$ cat src/rtl/core_pkg.sv
// Shared front-end definitions: fetch FSM states, reset vector default and
// branch-condition encodings agreed between the branch evaluator and fetch.
package core_pkg;

  localparam logic [31:0] ResetVectorDefault = 32'h0000_0000;

  typedef enum logic [1:0] {
    StBoot  = 2'd0,
    StReq   = 2'd1,
    StHold  = 2'd2,
    StDrain = 2'd3
  } fetch_state_t;

  typedef enum logic [1:0] {
    CondNe   = 2'd0,
    CondAlu  = 2'd1,
    CondNalu = 2'd2,
    CondAl   = 2'd3
  } branch_cond_t;

endpackage

$ cat src/rtl/fetch_hold_buf.sv
// Single-entry instruction/PC skid register used while decode is stalled.
module fetch_hold_buf #(
  parameter int unsigned WordSize = 32
) (
  input  logic                clk_i,
  input  logic                rst_ni,
  input  logic                load_i,
  input  logic                clear_i,
  input  logic [WordSize-1:0] instr_i,
  input  logic [WordSize-1:0] pc_i,
  output logic [WordSize-1:0] instr_o,
  output logic [WordSize-1:0] pc_o,
  output logic                valid_o
);

  logic [WordSize-1:0] instr_q, pc_q;
  logic                valid_q;

  always_ff @(posedge clk_i or negedge rst_ni) begin
    if (!rst_ni) begin
      instr_q <= '0;
      pc_q    <= '0;
      valid_q <= 1'b0;
    end else if (clear_i) begin
      valid_q <= 1'b0;
    end else if (load_i) begin
      instr_q <= instr_i;
      pc_q    <= pc_i;
      valid_q <= 1'b1;
    end
  end

  assign instr_o = instr_q;
  assign pc_o    = pc_q;
  assign valid_o = valid_q;

endmodule

$ cat src/rtl/fetch_redirect_unit.sv
// Fetch PC controller: req/ack instruction fetch, stall skid buffer, and
// branch redirect with wrong-path squash and one-cycle flush pulse.
module fetch_redirect_unit
  import core_pkg::*;
#(
  parameter int unsigned          WordSize    = 32,
  parameter logic [WordSize-1:0]  ResetVector = WordSize'(ResetVectorDefault)
) (
  input  logic                clk,
  input  logic                rstn,
  input  logic                branch_taken,
  input  logic [WordSize-1:0] branch_addr,
  input  logic                stall,
  input  logic                imem_ack,
  input  logic [WordSize-1:0] imem_rdata,
  output logic                imem_req,
  output logic [WordSize-1:0] imem_addr,
  output logic [WordSize-1:0] instr_out,
  output logic [WordSize-1:0] pc_out,
  output logic                instr_valid,
  output logic                flush,
  output logic                misaligned
);

  fetch_state_t        state_q, state_d;
  logic [WordSize-1:0] pc_q, pc_d;
  logic [WordSize-1:0] drain_addr_q, drain_addr_d;
  logic [WordSize-1:0] instr_q, instr_d;
  logic [WordSize-1:0] pc_out_q, pc_out_d;
  logic                valid_q, valid_d;
  logic                flush_q, flush_d;
  logic                misaligned_q, misaligned_d;

  logic                hold_load, hold_clear, hold_valid;
  logic [WordSize-1:0] hold_instr, hold_pc;

  logic                redirect;
  logic [WordSize-1:0] target;
  logic [WordSize-1:0] pc_next;

  assign redirect = branch_taken && (state_q != StBoot);
  assign target   = {branch_addr[WordSize-1:2], 2'b00};
  assign pc_next  = pc_q + WordSize'(4);

  always_comb begin
    state_d      = state_q;
    pc_d         = pc_q;
    drain_addr_d = drain_addr_q;
    instr_d      = instr_q;
    pc_out_d     = pc_out_q;
    valid_d      = 1'b0;
    hold_load    = 1'b0;
    hold_clear   = 1'b0;
    flush_d      = redirect;
    misaligned_d = redirect && (branch_addr[1:0] != 2'b00);

    unique case (state_q)
      StBoot: state_d = StReq;
      StReq: begin
        if (redirect) begin
          pc_d = target;
          if (!imem_ack) begin
            // Old access is still in flight; keep presenting it until acked.
            drain_addr_d = pc_q;
            state_d      = StDrain;
          end
        end else if (imem_ack) begin
          if (!stall) begin
            instr_d  = imem_rdata;
            pc_out_d = pc_q;
            valid_d  = 1'b1;
            pc_d     = pc_next;
          end else begin
            hold_load = 1'b1;
            state_d   = StHold;
          end
        end
      end
      StHold: begin
        if (redirect) begin
          pc_d       = target;
          hold_clear = 1'b1;
          state_d    = StReq;
        end else if (!stall) begin
          pc_d       = pc_next;
          hold_clear = 1'b1;
          state_d    = StReq;
        end
      end
      StDrain: begin
        if (redirect) pc_d = target;
        if (imem_ack) state_d = StReq;
      end
      default: state_d = StBoot;
    endcase
  end

  always_ff @(posedge clk or negedge rstn) begin
    if (!rstn) begin
      state_q      <= StBoot;
      pc_q         <= ResetVector;
      drain_addr_q <= ResetVector;
      instr_q      <= '0;
      pc_out_q     <= '0;
      valid_q      <= 1'b0;
      flush_q      <= 1'b0;
      misaligned_q <= 1'b0;
    end else begin
      state_q      <= state_d;
      pc_q         <= pc_d;
      drain_addr_q <= drain_addr_d;
      instr_q      <= instr_d;
      pc_out_q     <= pc_out_d;
      valid_q      <= valid_d;
      flush_q      <= flush_d;
      misaligned_q <= misaligned_d;
    end
  end

  fetch_hold_buf #(
    .WordSize (WordSize)
  ) u_hold_buf (
    .clk_i   (clk),
    .rst_ni  (rstn),
    .load_i  (hold_load),
    .clear_i (hold_clear),
    .instr_i (imem_rdata),
    .pc_i    (pc_q),
    .instr_o (hold_instr),
    .pc_o    (hold_pc),
    .valid_o (hold_valid)
  );

  assign imem_req    = (state_q == StReq) || (state_q == StDrain);
  assign imem_addr   = (state_q == StDrain) ? drain_addr_q : pc_q;
  assign instr_out   = (state_q == StHold) ? hold_instr : instr_q;
  assign pc_out      = (state_q == StHold) ? hold_pc : pc_out_q;
  assign instr_valid = (state_q == StHold) ? hold_valid : valid_q;
  assign flush       = flush_q;
  assign misaligned  = misaligned_q;

endmodule

$ cat config.mk
export PLATFORM = sky130hd
export DESIGN_NAME = fetch_redirect_unit
export DESIGN_NICKNAME = d
export VERILOG_FILES = /design/src/rtl/core_pkg.sv /design/src/rtl/fetch_hold_buf.sv /design/src/rtl/fetch_redirect_unit.sv
export SDC_FILE = /design/constraint.sdc
export NUM_CORES = 1
export LEC_CHECK = 0
export ABC_AREA = 1
export CAP_MARGIN = 20
export CELL_PAD_IN_SITES_DETAIL_PLACEMENT = 1
export CELL_PAD_IN_SITES_GLOBAL_PLACEMENT = 1
export CORE_UTILIZATION = 30
export DETAILED_ROUTE_END_ITERATION = 16
export HOLD_SLACK_MARGIN = 0.05
export PLACE_DENSITY = 0.67
export SLEW_MARGIN = 40
export SYNTH_ARGS = -nofsm -noshare
export SYNTH_HDL_FRONTEND = slang
export SYNTH_SLANG_ARGS = --single-unit
$ cat constraint.sdc
create_clock -name clk -period 4.18 [get_ports clk]
set_input_delay 0.836 -clock clk [delete_from_list [all_inputs] [get_ports clk]]
set_output_delay 0.836 -clock clk [all_outputs]
set_load 0.02 [all_outputs]
==> summary.txt <==
Area Overhead vs Synth -> 27.40%
Synth area leaders -> dfrtp_1 (51%), nand2_1 (21%), o21ai_0 (7.5%)
Main synth FF type -> dfrtp_1
Cell Rows -> 64
Gpl congestion -> 0.8148
Share of layout cells above drive strength 1 -> 4.755%
First-pass GRT wire length -> 46220 um
Initial antenna violation count -> 0
Worst-Margin Slew -> 763.4 ps
Post-cts resize count -> 0
Mean Syn Cell Area -> 7.477 um^2
RR Startpoint -> state_q[0]
Post-Route Setup TNS -> 0 ps
GRT overflow -> 0
Critical path's top delay family -> buffers and inverters
Setup violators final -> 0
Placed Area -> 11230 um^2
PD cells -> 822.1 nW/um^2
RSZ-0062 raised after global routing -> false
Status -> finished clean
Synth Instances -> 1244
Commonest cells in the netlist -> nand2_1 (521), dfrtp_1 (190), o21ai_0 (140)
Filler Cell Count -> 3780
Via count -> 8307
Placed cell count -> 1752
Cell taking the most area after synthesis -> dfrtp_1
I/O Buffers -> 164
Synth warn -> 0
Longest Clk Path Bufs -> 2
Routed WL -> 28570 um
Post-DP HPWL -> 20150 um
Crit-path slowest cell -> clkdlybuf4s50_1
WL/cell -> 16.01 um
Worst-skew pair later-pin latency -> 430 ps
R2r setup slk -> 1980 ps
TritonCTS buffer count -> 17
Crit-path max FO -> 38
DRT Pass-1 Iters -> 5
Die H -> 178.1 um
Overall power -> 9742 uW
EDFF count, synth -> 0
Synth Cell Area -> 9301 um^2
Maximum clock frequency -> 290.0 MHz
CTS root buffer -> clkbuf_16
Rel. slew slack -> 49.11%
CP peak stage delay -> 600 ps
Yosys cell types -> 26
Register bit total from synthesis -> 190
Final worst path period need -> 3448 ps
Leakage -> 0.005601 uW
Cell Count, Final, Fillers Out -> 1784
Max Cap Viol -> 0
Required @ worst endpoint -> 3340 ps
Postcts setup bufs -> 0
Maximum VDD drop -> 0.0002821 V
CTS tree -> built
Die width -> 178.1 um
Max-slew violations -> 0
Final nets -> 1445
H-tree level count -> 4
Hold WS -> 435.0 ps
Starting Density -> 30.49%
Register area -> 4755 um^2
Vias in the first global route -> 8515
Worst R2R Path Depth -> 6
# diodes -> 0
Crit path DAT -> 2610 ps
CP bufs+invs -> 4
Final Hold Vio Count -> 0
Worst path cell trace -> inv_2 > nor2_4 > inv_2 > buf_12 > nand2_1 > nand2_1 > clkdlybuf4s50_1
Clock skew -> 13.88 ps
Area of the multi-input gates -> 3896 um^2
Finished Cell Area -> 11850 um^2
Worst flop-to-flop path endpoint -> pc_q[5]
Ys async rst share -> 100.0%
Fin crit share -> 82.49%
Worst Setup Start Kind -> register
Most numerous cell in the Yosys netlist -> nand2_1
DRT iter0 DRCs -> 510
GRT Total Usage -> 18.79%
Sink Count -> 190
DRC -> 0
Die area -> 31710 um^2
# hold bufs at CTS -> 0
I/O pin count -> 169
Sequential share of the synthesized area -> 51.12%
CTS clk-pin slew, worst paths -> 80 ps
Yosys top cell area share -> 51.12%
Crit Path Class -> register to output pin
Vias per cell -> 4.656
Critical Path End Type -> output pin
Largest net degree at the start of global routing -> 89
Hold WC Path Type -> primary input to async pin
Core area -> 30510 um^2
Antenna-violating nets left -> 0
registers in the layout (all words and copies together) (netlist names):
register and count:
u_hold_buf.instr_o 32, instr_q 32, u_hold_buf.valid_o 1, drain_addr_q 30, valid_q 1, pc_q 30, state_q 2, misaligned 1
u_hold_buf.pc_o 30, pc_out_q 30, flush 1
per-layer routing:
layer  part of all wire (%)  up-vias  GRT usage, %
met2                     45      154         30.29
met1                     50     3994         26.97
met3                    3.5       11         2.600
met5                      0        -             0
li1                       -     4148             -
met4                   0.56        0         3.205
through the flow:
step                worst slack (ps)  util (%)
global placement                1187     36.82
CTS                            671.7     38.83
floorplan                       2075         -
finish                         731.8     38.84
global route                   519.4     38.84
detailed placement              1153     36.82
layout make-up:
class	instances	share of cell area (%)
well taps	396	4.181
inverters	80	2.555
clock buffers	17	3.590
multi-input cells	910	32.88
repair buffers	176	15.07
clock inverters	15	1.605
flip-flops and latches	190	40.12
cells in the final DEF, fill, tap and decap left out, drive strengths merged:
cell           netlist  routed
clkdlybuf4s50        0     163
ha                   1       1
o31ai                1       1
nand4                4       4
clkinv               0       8
o21ai              217     217
nand3               37      37
conb                 1       4
xor2                 8       8
dfrtp              190     190
buf                 39      12
clkbuf              28      18
inv                 80      87
xnor2                1       1
nand2              522     522
nor2               114     114
a21oi                1       1
logic make-up after synthesis:
group / after synthesis / synth area share [%]
adders and majority gates: 1 / 0.1345
AOI/OAI and AO/OA: 219 / 11.99
DFF: 190 / 51.12
other: 1 / 0.04032
buffers and inverters: 147 / 7.304
xor gates and xnor gates: 9 / 0.8475
and+or+nand+nor: 677 / 28.57
worst max-delay path by stage:
stage	startpoint	endpoint	depth (start not counted)
after floorplan	state_q[1]	imem_addr[10]	4
after global placement	state_q[1]	pc_out[16]	7
after detailed placement	state_q[1]	pc_out[18]	7
after CTS	state_q[1]	instr_valid	7
after global routing	state_q[1]	instr_valid	7
final	state_q[1]	pc_out[13]	7
power breakdown:
group,switching (uW),internal [uW]
sequential,600,2710
combinational,2890,1870
clock,855,821
No activity file was read; power rests on OpenSTA's default activity.
